===== src/rtl/phase_sequencer.sv =====
// Multi-cycle FETCH/DECODE/EXECUTE/WRITEBACK sequencer with Moore outputs and bounded ROM/RAM handshakes.
// Stalls in FETCH until rom_ack and in WRITEBACK until ram_ack; a missing ack faults into HALT.
module phase_sequencer #(
  parameter logic [15:0] PC_RESET    = 16'h0000,
  parameter int          ACK_TIMEOUT = 8
) (
  input  logic        clk,
  input  logic        rst,
  input  logic        run,
  input  logic        halt_req,
  output logic        rom_req,
  output logic [15:0] rom_addr,
  input  logic        rom_ack,
  input  logic [15:0] instr_in,
  output logic [15:0] instr,
  output logic        decode_en,
  output logic        exec_en,
  output logic        wb_en,
  input  logic        reg_m_en,
  output logic        ram_req,
  input  logic        ram_ack,
  input  logic        set_pc,
  input  logic [15:0] jump_target,
  output logic [15:0] pc,
  output logic [2:0]  phase,
  output logic        halted,
  output logic        fault,
  output logic [15:0] instr_count
);

  typedef enum logic [2:0] {
    S_IDLE      = 3'd0,
    S_FETCH     = 3'd1,
    S_DECODE    = 3'd2,
    S_EXECUTE   = 3'd3,
    S_WRITEBACK = 3'd4,
    S_HALT      = 3'd5
  } state_t;

  localparam logic [15:0] WAIT_LAST = 16'(ACK_TIMEOUT - 1);

  state_t      r_state;
  state_t      w_next;
  logic [15:0] r_pc;
  logic [15:0] r_instr;
  logic [15:0] r_count;
  logic [15:0] r_wait;
  logic        r_fault;
  logic        r_mem_wait;
  logic        r_halt_pend;
  logic        w_fetch_done;
  logic        w_wb_done;
  logic        w_timeout;
  logic        w_waiting;
  logic        w_in_instr;

  // The write request is captured leaving EXECUTE so ram_req stays a pure function of registered state.
  assign w_waiting  = (r_state == S_FETCH) || ((r_state == S_WRITEBACK) && r_mem_wait);
  assign w_in_instr = (r_state == S_FETCH) || (r_state == S_DECODE) ||
                      (r_state == S_EXECUTE) || (r_state == S_WRITEBACK);

  always_comb begin
    w_next       = r_state;
    w_fetch_done = 1'b0;
    w_wb_done    = 1'b0;
    w_timeout    = 1'b0;
    case (r_state)
      S_IDLE: begin
        if (run) w_next = S_FETCH;
      end
      S_FETCH: begin
        if (rom_ack) begin
          w_fetch_done = 1'b1;
          w_next       = S_DECODE;
        end else if (r_wait == WAIT_LAST) begin
          w_timeout = 1'b1;
          w_next    = S_HALT;
        end
      end
      S_DECODE:  w_next = S_EXECUTE;
      S_EXECUTE: w_next = S_WRITEBACK;
      S_WRITEBACK: begin
        if (!r_mem_wait || ram_ack) begin
          w_wb_done = 1'b1;
          if (halt_req || r_halt_pend) w_next = S_HALT;
          else if (!run)               w_next = S_IDLE;
          else                         w_next = S_FETCH;
        end else if (r_wait == WAIT_LAST) begin
          w_timeout = 1'b1;
          w_next    = S_HALT;
        end
      end
      S_HALT:  w_next = S_HALT;
      default: w_next = S_IDLE;
    endcase
  end

  always_ff @(posedge clk) begin
    if (!rst) begin
      r_state     <= S_IDLE;
      r_pc        <= PC_RESET;
      r_instr     <= 16'h0000;
      r_count     <= 16'h0000;
      r_wait      <= 16'h0000;
      r_fault     <= 1'b0;
      r_mem_wait  <= 1'b0;
      r_halt_pend <= 1'b0;
    end else begin
      r_state <= w_next;
      if (w_fetch_done) r_instr <= instr_in;
      if (w_wb_done) begin
        r_pc    <= set_pc ? jump_target : r_pc + 16'd1;
        r_count <= r_count + 16'd1;
      end
      if (w_timeout) r_fault <= 1'b1;
      // Any state change restarts the wait count, covering entry to FETCH and to a WRITEBACK wait.
      if (w_next != r_state) r_wait <= 16'h0000;
      else if (w_waiting)    r_wait <= r_wait + 16'd1;
      if (r_state == S_EXECUTE) r_mem_wait <= reg_m_en;
      else if (w_wb_done)       r_mem_wait <= 1'b0;
      if (w_wb_done || w_timeout)     r_halt_pend <= 1'b0;
      else if (halt_req && w_in_instr) r_halt_pend <= 1'b1;
    end
  end

  assign rom_req     = (r_state == S_FETCH);
  assign rom_addr    = r_pc;
  assign instr       = r_instr;
  assign decode_en   = (r_state == S_DECODE);
  assign exec_en     = (r_state == S_EXECUTE);
  assign wb_en       = (r_state == S_WRITEBACK);
  assign ram_req     = (r_state == S_WRITEBACK) && r_mem_wait;
  assign pc          = r_pc;
  assign phase       = r_state;
  assign halted      = (r_state == S_HALT);
  assign fault       = r_fault;
  assign instr_count = r_count;

endmodule


===== config.mk =====
export PLATFORM = sky130hd
export DESIGN_NAME = phase_sequencer
export DESIGN_NICKNAME = d
export VERILOG_FILES = /design/src/rtl/phase_sequencer.sv
export SDC_FILE = /design/constraint.sdc
export NUM_CORES = 1
export LEC_CHECK = 0
export CAP_MARGIN = 15
export CORE_MARGIN = 3
export CORE_UTILIZATION = 46
export CTS_CLUSTER_DIAMETER = 150
export DETAILED_ROUTE_END_ITERATION = 8
export PLACE_DENSITY = 0.8
export SETUP_SLACK_MARGIN = 0.5
export SKIP_LAST_GASP = 1
export SLEW_MARGIN = 20
export SYNTH_ARGS = -nofsm -noshare
export SYNTH_HDL_FRONTEND = slang
export SYNTH_SLANG_ARGS = --single-unit

===== constraint.sdc =====
create_clock -name clk -period 3.59 [get_ports clk]
set_clock_uncertainty 0.15 [all_clocks]
set_input_delay 0.718 -clock clk [delete_from_list [all_inputs] [get_ports clk]]
set_output_delay 0.718 -clock clk [all_outputs]
set_load 0.01 [all_outputs]

==> results of run 1 <==
layout make-up:
type / instances / area [µm²]
Fill cell: 647 / 2540
Multi-Input combinational cell: 321 / 1900
Sequential cell: 70 / 1400
Timing Repair Buffer: 118 / 1170
Clock buffer: 11 / 141
Tap cell: 99 / 124
Clock inverter: 5 / 81.3
Inverter: 12 / 45.0
critical path, cell delays in order (launching register included):
cell and delay [ns]:
dfxtp_2 0.41, or3b_1 0.54, clkinv_1 0.19, clkdlybuf4s50_1 0.59
kinds of logic (layout without fill, tap and decap cells):
family / count (synthesis) / in the layout / share of synthesized area (%)
AOI/OAI and AO/OA: 124 / 124 / 22.3
xor gates and xnor gates: 14 / 14 / 3.43
adders and majority gates: 3 / 3 / 1.05
buffers and inverters: 54 / 146 / 7.62
DFF: 70 / 70 / 39.2
muxes: 3 / 3 / 0.839
and+or+nand+nor: 177 / 177 / 25.6
routing by layer:
| layer | global-route usage, % | vias to the layer above | share of wire (%) |
|---|---|---|---|
| met5 | 0 | - | 0 |
| met4 | 8.30 | 0 | 1.8 |
| met3 | 5.77 | 19 | 6.6 |
| met2 | 35.7 | 120 | 47 |
| met1 | 28.3 | 1766 | 44 |
| li1 | - | 1801 | - |
power breakdown:
part           total, mW  internal, mW  switching (mW)
combinational      0.189        0.0972          0.0921
sequential         0.809         0.791          0.0175
clock              0.718         0.412           0.306
final timing paths:
check	from	to	slack (ns)	depth (start not counted)
setup / recovery	phase[1]$_SDFF_PN0_	wb_en	0.65	3
hold / removal	instr[13]$_SDFFE_PN0P_	instr[13]$_SDFFE_PN0P_	0.30	2
hold reg to reg	instr[13]$_SDFFE_PN0P_	instr[13]$_SDFFE_PN0P_	0.30	2
setup reg to reg	phase[1]$_SDFF_PN0_	instr_count[15]$_SDFFE_PN0P_	1.05	4
state kept, by name, indices dropped and copies added (netlist names):
name,flops
r_halt_pend,1
phase,3
r_wait,16
r_mem_wait,1
pc,16
instr,16
instr_count,16
fault,1
through the flow:
stage | cell area (µm²) | utilization [%]
CTS | 4870 | 65.7
global placement | 4640 | 62.7
finish | 4870 | 65.7
global route | 4870 | 65.7
detailed placement | 4640 | 62.7
floorplan | 3580 | -
synth_stat cells (9+ instances only):
library cell | n | area share [%]
dfxtp_1 | 70 | 39
nand2_1 | 56 | 5.9
a21oi_1 | 43 | 6.0
clkbuf_1 | 22 | 2.3
o21ai_0 | 21 | 2.9
nand3_1 | 20 | 2.8
nor2_1 | 20 | 2.1
nor3_1 | 17 | 2.4
buf_4 | 16 | 3.4
a211oi_1 | 14 | 2.9
or3_1 | 13 | 2.3
o31ai_1 | 11 | 2.3
inv_1 | 9 | 0.94
nand4_1 | 9 | 1.6
or4_1 | 9 | 1.9
==> summary.md, run 1 <==
| Metric | Value |
|---|---|
| Result of the run | `completed` |
| Syn Area/Cell | `8.04 µm²` |
| YS warnings | `0` |
| Number of cells in the design after placement | `620` |
| Number of instances in the synthesized netlist | `445` |
| Least-Margin Pin Slew | `approximately 0.77 ns` |
| Kind of critical path | `reg2out` |
| Syn Nets | `between 400 and 500` |
| Final antenna diode count | `0` |
| Number of buffers created by CTS | `9` |
| Endpoint required time on the critical path | `between 2 and 3 ns` |
| Pin count of the biggest net entering global routing | `46` |
| Critical-path maximum fanout | `19` |
| Maximum VDD drop | `between 0.2 and 0.25 mV` |
| Unrepaired setup endpoints after global routing | `no` |
| Layout Cells excl Fill | `between 600 and 700` |
| Final clock period utilization by the worst path | `between 80 and 90%` |
| Die outline area | `around 0.0089 mm²` |
| Type of the tightest min-delay check | `reg2reg` |
| Slew margin rel. | `just under 50%` |
| Routability congestion estimate | `~0.87` |
| TritonRoute pass-1 iters | `4` |
| Critical path capture point type | `output pin` |
| Synth Flop Type | `dfxtp_1` |
| H-Tree Depth | `3` |
| Mapped cell area | `between 0.003 and 0.004 mm²` |
| Post-cts sizing count | `0` |
| Layout cell share with drive strength beyond 1 | `5.21%` |
| Top-level port count | `approximately 110` |
| Clock transition at the register clock pins on the worst setup and hold paths after CTS | `about 0.070 ns` |
| Seq cells post-synth | `70` |
| Wire length per cell | `15.4 µm` |
| Number of DRC markers in iteration 0 | `between 100 and 150` |
| Final WL | `roughly 9.8 mm` |
| Sinks on Clock Net | `70` |
| Die outline width | `~94 µm` |
| Vias per std cell | `~5.8` |
| Antenna violations before repair | `0` |
| Count of port buffers added during placement | `between 100 and 150` |
| Worst slack after detailed placement | `~0.72 ns` |
| Cell area power density | `352 mW/mm²` |
| Post-synthesis async set-or-reset flop share | `0%` |
| Post-DRT Antenna Nets | `0` |
| Post-layout minimum cycle time | `roughly 2.9 ns` |
| Placeable core area | `roughly 0.0074 mm²` |
| Growth of design area from synthesis to finish | `36.0%` |
| Top library cells by usage in the layout, fill and taps aside | `113 x clkdlybuf4s50_1, 68 x dfxtp_1, 56 x nand2_1, 43 x a21oi_1, 21 x o21ai_0` |
| Global-route usage over all layers | `between 20% and 30%` |
| Final number of hold-violating endpoints | `0` |
| Max Fclk | `~340 MHz` |
| Unique masters post-synth | `57` |
| TritonCTS clock tree | `done` |
| Tot Pwr | `approximately 1.7 mW` |
| Register area share after synthesis | `39.2%` |
| Leading cell type in the layout, fill and taps excluded | `clkdlybuf4s50_1` |
| Max_cap viols | `0` |
| Later-pin clock latency in the skew report | `0.34 ns` |
| Clock Path Buffers | `2` |
| Final count of pins violating max slew | `0` |
| Number of core rows | `31` |
| Static leakage | `1.58 nW` |
| Global-route wire length before repair | `roughly 16 mm` |
| Chip Height | `roughly 94 µm` |
| Type of origin of the critical path | `flip-flop` |
| Post-synth EDFFs | `0` |
| Total negative slack for setup checks | `0 ns` |
| Routed vias | `~3700` |
| Overflow left after global routing | `0` |
| Buffers inserted during post-CTS setup optimization | `0` |
| Critical Path AT | `~2.1 ns` |
| Number of nets in the layout | `575` |
| Min Hold Slack | `0.305 ns` |
| Hold-fix buffers at CTS | `0` |
| Post-detail-place hpwl | `~6.9 mm` |
| Remaining DRCs | `0` |
| Number of global-route vias before repair | `about 3400` |
| PnR worst setup slack | `roughly 0.65 ns` |
| Initial Utilization | `between 40% and 50%` |
| Number of endpoints failing setup at the final stage | `0` |
| CTS Root Buffer Type | `clkbuf_8` |
No activity file was read; power rests on OpenSTA's default activity.
==> run 2: changes to the inputs <==
Clock period 3.59 ns to 2.9 ns, I/O delays scaled along.
==> run 2 against run 1 <==
Worst hold slack improved by 0.00078 ns; count of clock-buffer cells in the layout is 2 lower; routed wire length increased by 3.9%; final cell count is 2.4% higher; critical path type is now reg2reg; flip-flop and latch count did not move; via count increased by 1.5%; largest cell class unchanged.
==> summary.md, run 2 (synthesized netlist as in run 1, its figures left out) <==
| Metric | Value |
|---|---|
| Result of the run | `completed` |
| Initial Utilization | `48.3% (unchanged)` |
| Hold-fix buffers at CTS | `0 (unchanged)` |
| Number of buffers created by CTS | `9 (unchanged)` |
| Global-route wire length before repair | `16.3 mm (+2.9%)` |
| First element of the critical path | `phase[0]$_SDFF_PN0_` |
| Critical-path maximum fanout | `11 (-8)` |
| Die outline width | `94.2 µm (unchanged)` |
| Clock Path Buffers | `2 (unchanged)` |
| Later-pin clock latency in the skew report | `0.34 ns (about the same)` |
| Clock transition at the register clock pins on the worst setup and hold paths after CTS | `0.08 ns (about the same)` |
| Routability congestion estimate | `0.912 (+5.1%)` |
| H-Tree Depth | `3 (unchanged)` |
| Placeable core area | `0.00741 mm² (unchanged)` |
| Final antenna diode count | `0 (unchanged)` |
| Top library cells by usage in the layout, fill and taps aside | `107 x clkdlybuf4s50_1, 67 x dfxtp_1, 56 x nand2_1, 43 x a21oi_1` |
| Number of DRC markers in iteration 0 | `203 (+39%)` |
| Growth of design area from synthesis to finish | `40.1%` |
| Number of global-route vias before repair | `3488 (+1.7%)` |
| Post-layout minimum cycle time | `~2.3 ns` |
| Final WL | `10.2 mm (+3.9%)` |
| Post-DRT Antenna Nets | `0 (unchanged)` |
| CTS Root Buffer Type | `clkbuf_8` |
| Antenna violations before repair | `0 (unchanged)` |
| Critical Path AT | `2.47 ns (+0.39 ns)` |
| Count of port buffers added during placement | `113 (unchanged)` |
| Type of the tightest min-delay check | `reg2reg` |
| Layout cell share with drive strength beyond 1 | `9.24% (+4.0 points)` |
| Kind of critical path | `reg2reg` |
| Chip Height | `94.2 µm (unchanged)` |
| Post-detail-place hpwl | `7.00 mm (+1.2%)` |
| TritonCTS clock tree | `done` |
| Leading cell type in the layout, fill and taps excluded | `clkdlybuf4s50_1` |
| Critical path endpoint | `instr_count[8]$_SDFFE_PN0P_` |
| Routed vias | `3763 (+1.5%)` |
| R2r setup slk | `0.56 ns (-0.49 ns)` |
| R2R Path Start | `phase[0]$_SDFF_PN0_` |
| Pin count of the biggest net entering global routing | `24 (-48%)` |
| Number of endpoints failing setup at the final stage | `0 (unchanged)` |
| Endpoint required time on the critical path | `3.03 ns (+0.31 ns)` |
| Die outline area | `0.00887 mm² (unchanged)` |
| Total negative slack for setup checks | `0 ns (unchanged)` |
| Critical path capture point type | `flip-flop` |
| PnR worst setup slack | `0.559 ns (-0.0863 ns)` |
| Slew margin rel. | `62.5% (+14 points)` |
| Vias per std cell | `5.78 (-0.80%)` |
| Type of origin of the critical path | `flip-flop` |
| Maximum VDD drop | `0.327 mV (+61%)` |
| Cells on worst reg2reg path | `5 (+1)` |
| Max_cap viols | `0 (unchanged)` |
| Static leakage | `1.68 nW (+6.7%)` |
| Filler Cells Inserted | `622 (-3.9%)` |
| Final count of pins violating max slew | `0 (unchanged)` |
| Global-route usage over all layers | `22.7% (+0.52 points)` |
| Final number of hold-violating endpoints | `0 (unchanged)` |
| Top-level port count | `114 (unchanged)` |
| Unrepaired setup endpoints after global routing | `yes` |
| Final clock period utilization by the worst path | `roughly four fifths` |
| Remaining DRCs | `0 (unchanged)` |
| Number of nets in the layout | `591 (+2.8%)` |
| Cell area power density | `421 mW/mm² (+19%)` |
| Number of core rows | `31 (unchanged)` |
| Wire length per cell | `15.6 µm (+1.5%)` |
| Overflow left after global routing | `0 (unchanged)` |
| Worst reg2reg endpoint | `instr_count[8]$_SDFFE_PN0P_` |
| Least-Margin Pin Slew | `0.563 ns (-0.202 ns)` |
| Sinks on Clock Net | `70 (unchanged)` |
| TritonRoute pass-1 iters | `5 (+1)` |
| Max Fclk | `approximately 430 MHz` |
| Worst slack after detailed placement | `0.241 ns (-0.475 ns)` |
-- run 2: cell types whose count changed in the layout (fill, tap and decap cells not counted), moves of 2 or more --
| cell | change |
|---|---|
| buf_4 | +16 |
| clkdlybuf4s50_1 | -6 |
| dlygate4sd2_1 | +5 |
| dfxtp_4 | +3 |
| dfxtp_2 | -2 |
| or3b_4 | +2 |
-- run 2: worst min path at each step --
stage / start / to / slack [ns] / cells past startpoint
after detailed placement: instr[8]$_SDFFE_PN0P_ / instr[8]$_SDFFE_PN0P_ / 0.30 / 2
final: instr[10]$_SDFFE_PN0P_ / instr[10]$_SDFFE_PN0P_ / 0.31 / 2
after global placement: instr[2]$_SDFFE_PN0P_ / instr[2]$_SDFFE_PN0P_ / 0.29 / 2
after global routing: instr[2]$_SDFFE_PN0P_ / instr[2]$_SDFFE_PN0P_ / 0.32 / 2
after CTS: instr[2]$_SDFFE_PN0P_ / instr[2]$_SDFFE_PN0P_ / 0.31 / 2
after floorplan: r_wait[15]$_SDFFE_PP0P_ / r_wait[15]$_SDFFE_PP0P_ / 0.31 / 2
-- run 2: repair_timing --
item                                    4_1_cts  5_1_grt
endpoints found under the setup margin       19        7
pin swaps                                     0        1
gates resized for setup                      17        2
setup buffers                                 3        5
-- run 2: metrics by stage --
step	power [mW]	hold WS (ns)	instance area, µm²	instances	util, %
3_5_place_dp	1.26	0.297	4710	628	63.6
5_1_grt	2.19	0.318	5010	651	67.7
4_1_cts	2.11	0.307	4970	646	67.1
3_3_place_gp	1.26	0.292	4710	628	63.6
2_1_floorplan	1.14	0.310	3600	445	-
6_report	2.11	0.306	5010	651	67.7
-- run 2: power by group --
part	leakage (nW)	switching [mW]	internal, mW
sequential	0.568	0.0202	0.979
combinational	1.01	0.121	0.134
clock	0.105	0.375	0.479
total	1.68	0.516	1.59
-- run 2: worst max-delay path, stage by stage (launching register included) --
cell and delay [ns]:
dfxtp_4 0.38, or3b_4 0.41, buf_4 0.17, or4_1 0.66
or3_1 0.35, a21oi_1 0.16
-- run 2: area by class of cell --
class	count	area, µm²	area share, %
timing repair buffer	134	1280	25.6
clock buffer	9	124	2.47
tap	99	124	2.47
sequential	70	1410	28.2
multi-input combinational	321	1940	38.6
inverter	12	47.5	0.948
clock inverter	6	86.3	1.72
-- run 2: routing by layer --
metal	vias to the layer above	global-route usage, %	routed length [µm]
met4	0	9.39	166
met1	1758	28.0	4220
met2	152	36.7	5000
met5	-	0	0
li1	1832	-	-
met3	21	6.65	777
==> run 3: changes to the inputs <==
Clock period 2.9 ns to 2.17 ns, I/O delays scaled along.
==> run 3 against run 2 <==
The run now ends with DRC, setup timing left; routed wire length is 76% higher; via count is 30% higher; combinational power is 150% higher; power is 57% higher; count of clock-buffer cells in the layout is 1 higher; die area stayed put; non-clock buffer count is 83 higher; largest cell class unchanged; register-to-register slack worse by 0.67 ns.
==> summary.md, run 3 (synthesized netlist as in run 1, its figures left out) <==
| Metric | Value |
|---|---|
| H-Tree Depth | `3 (unchanged)` |
| Critical Path AT | `2.36 ns (-0.11 ns)` |
| Chip Height | `94.2 µm (unchanged)` |
| Overflow left after global routing | `0 (unchanged)` |
| Violations in the final reports | `DRC, setup timing` |
| Final number of hold-violating endpoints | `0 (unchanged)` |
| Critical-path maximum fanout | `8 (-3)` |
| Number of DRC markers in iteration 0 | `524 (+160%)` |
| Growth of design area from synthesis to finish | `86.5%` |
| Type of origin of the critical path | `flip-flop` |
| Kind of critical path | `reg2reg` |
| Post-detail-place hpwl | `7.63 mm (+8.9%)` |
| Number of nets in the layout | `675 (+14%)` |
| Max_cap viols | `0 (unchanged)` |
| Filler Cells Inserted | `305 (-51%)` |
| Global-route usage over all layers | `32.0% (+9.3 points)` |
| Routability congestion estimate | `0.938 (+2.9%)` |
| Final WL | `17.9 mm (+76%)` |
| TritonCTS clock tree | `done` |
| Layout cell share with drive strength beyond 1 | `44.7% (+36 points)` |
| Layout Cells excl Fill | `736 (+13%)` |
| Final clock period utilization by the worst path | `105% (+24 points)` |
| Die outline area | `0.00887 mm² (unchanged)` |
| Cell area power density | `497 mW/mm² (+18%)` |
| Buffers and inverters on the worst path | `6 (+5)` |
| Hold-fix buffers at CTS | `0 (unchanged)` |
| Clock Path Buffers | `2 (unchanged)` |
| Tot Pwr | `3.32 mW (+57%)` |
| Sinks on Clock Net | `70 (unchanged)` |
| Later-pin clock latency in the skew report | `0.37 ns (+0.03 ns)` |
| Unrepaired setup endpoints after global routing | `yes` |
| Top-level port count | `114 (unchanged)` |
| Number of endpoints failing setup at the final stage | `5 (+5)` |
| Maximum VDD drop | `0.545 mV (+67%)` |
| Clock transition at the register clock pins on the worst setup and hold paths after CTS | `0.09 ns (about the same)` |
| Type of the tightest min-delay check | `reg2reg` |
| Placeable core area | `0.00741 mm² (unchanged)` |
| Endpoint required time on the critical path | `2.25 ns (-0.78 ns)` |
| Remaining DRCs | `1 (+1)` |
| Static leakage | `2.71 nW (+61%)` |
| TritonRoute pass-1 iters | `9 (+4)` |
| CP cell instances | `or3b_4 > buf_6 > buf_4 > buf_6 > buf_6 > nor2_4 > buf_6 > buf_4 > nand2_1 > a21oi_1` |
| Post-DRT Antenna Nets | `0 (unchanged)` |
| Post-layout minimum cycle time | `2.28 ns (-0.0645 ns)` |
| Pin count of the biggest net entering global routing | `35 (+46%)` |
| Largest stage delay on the critical path | `0.38 ns (-0.28 ns)` |
| Count of port buffers added during placement | `113 (unchanged)` |
| Least-Margin Pin Slew | `0.475 ns (-0.0880 ns)` |
| Number of cells in the design after placement | `653 (+4.0%)` |
| Wire length per cell | `24.4 µm (+56%)` |
| Result of the run | `finished with violations` |
| Initial Utilization | `48.3% (unchanged)` |
| Max Fclk | `439 MHz (+2.8%)` |
| Global-route wire length before repair | `22.4 mm (+38%)` |
| Cell with the most instances on the worst path | `buf_6` |
| Final count of pins violating max slew | `0 (unchanged)` |
| Slew margin rel. | `68.2% (+5.7 points)` |
| Routed vias | `4883 (+30%)` |
| Number of global-route vias before repair | `4659 (+34%)` |
| Number of core rows | `31 (unchanged)` |
| PnR worst setup slack | `-0.107 ns (-0.666 ns)` |
| Vias per std cell | `6.63 (+15%)` |
| Family of cells with the greatest summed delay on the critical path | `buffers and inverters` |
| Top library cells by usage in the layout, fill and taps aside | `55 x dlygate4sd2_1, 55 x buf_4, 46 x nand2_1, 42 x buf_6, 42 x dfxtp_1` |
| CTS Root Buffer Type | `clkbuf_8` |
| Critical path capture point type | `flip-flop` |
| Die outline width | `94.2 µm (unchanged)` |
| Critical path's slowest cell | `or3b_4` |
| Antenna violations before repair | `0 (unchanged)` |
| Final antenna diode count | `0 (unchanged)` |
| Number of buffers created by CTS | `9 (unchanged)` |
-- run 3: what timing repair did --
item / CTS / global route
endpoints found under the hold margin: 0 / 0
resized for setup: 252 / 114
pin swaps: 57 / 41
buffers inserted: 32 / 28
gates cloned: 7 / 0
setup endpoints to repair: 141 / 94
-- run 3: final timing paths --
kind                            cells past startpoint                     endpoint             startpoint  slack [ns]
worst max-delay path                               10  instr_count[1]$_SDFFE_PN0P_    phase[0]$_SDFF_PN0_       -0.11
worst min-delay path                                2        instr[9]$_SDFFE_PN0P_  instr[9]$_SDFFE_PN0P_        0.31
worst max register to register                     10  instr_count[1]$_SDFFE_PN0P_    phase[0]$_SDFF_PN0_       -0.11
worst min register to register                      2        instr[9]$_SDFFE_PN0P_  instr[9]$_SDFFE_PN0P_        0.31
-- run 3: power breakdown --
part	leakage [nW]	internal (mW)	switching, mW	total (mW)
Combinational	2.00	0.324	0.312	0.636
Sequential	0.582	1.30	0.0243	1.33
Clock	0.126	0.794	0.560	1.35
Total	2.71	2.42	0.896	3.32
-- run 3: per-stage QoR --
stage	TNS, ns	worst slack (ns)	hold slack (ns)	area, µm²	util [%]
3_3_place_gp	-1.56	-0.230	0.291	4990	67.3
5_1_grt	-0.221	-0.149	0.313	6680	90.1
2_1_floorplan	-0.291	-0.145	0.305	3660	-
3_5_place_dp	-2.37	-0.272	0.299	4990	67.3
6_report	-0.176	-0.107	0.306	6680	90.1
4_1_cts	0	0.0408	0.307	6060	81.9
-- run 3: layout make-up --
class                           count  area [µm²]  share of cell area [%]
Tap cell                           99         124                    1.86
Inverter                           12        58.8                   0.881
Multi-Input combinational cell    322        2650                    39.6
Timing Repair Buffer              217        2150                    32.2
Clock inverter                      6         109                    1.63
Sequential cell                    70        1450                    21.8
Clock buffer                       10         138                    2.06
-- run 3: worst min-delay path: stages, from the launching register on --
cell and delay [ns]:
dfxtp_1 0.31, nand2_1 0.05, a21oi_1 0.05
-- run 3: routing by layer --
layer	wire, µm	vias to the layer above	global-route usage (%)
li1	-	2007	-
met1	6070	2283	34.0
met2	8790	455	56.9
met3	1880	138	7.29
met4	1180	0	19.5
met5	0	-	0
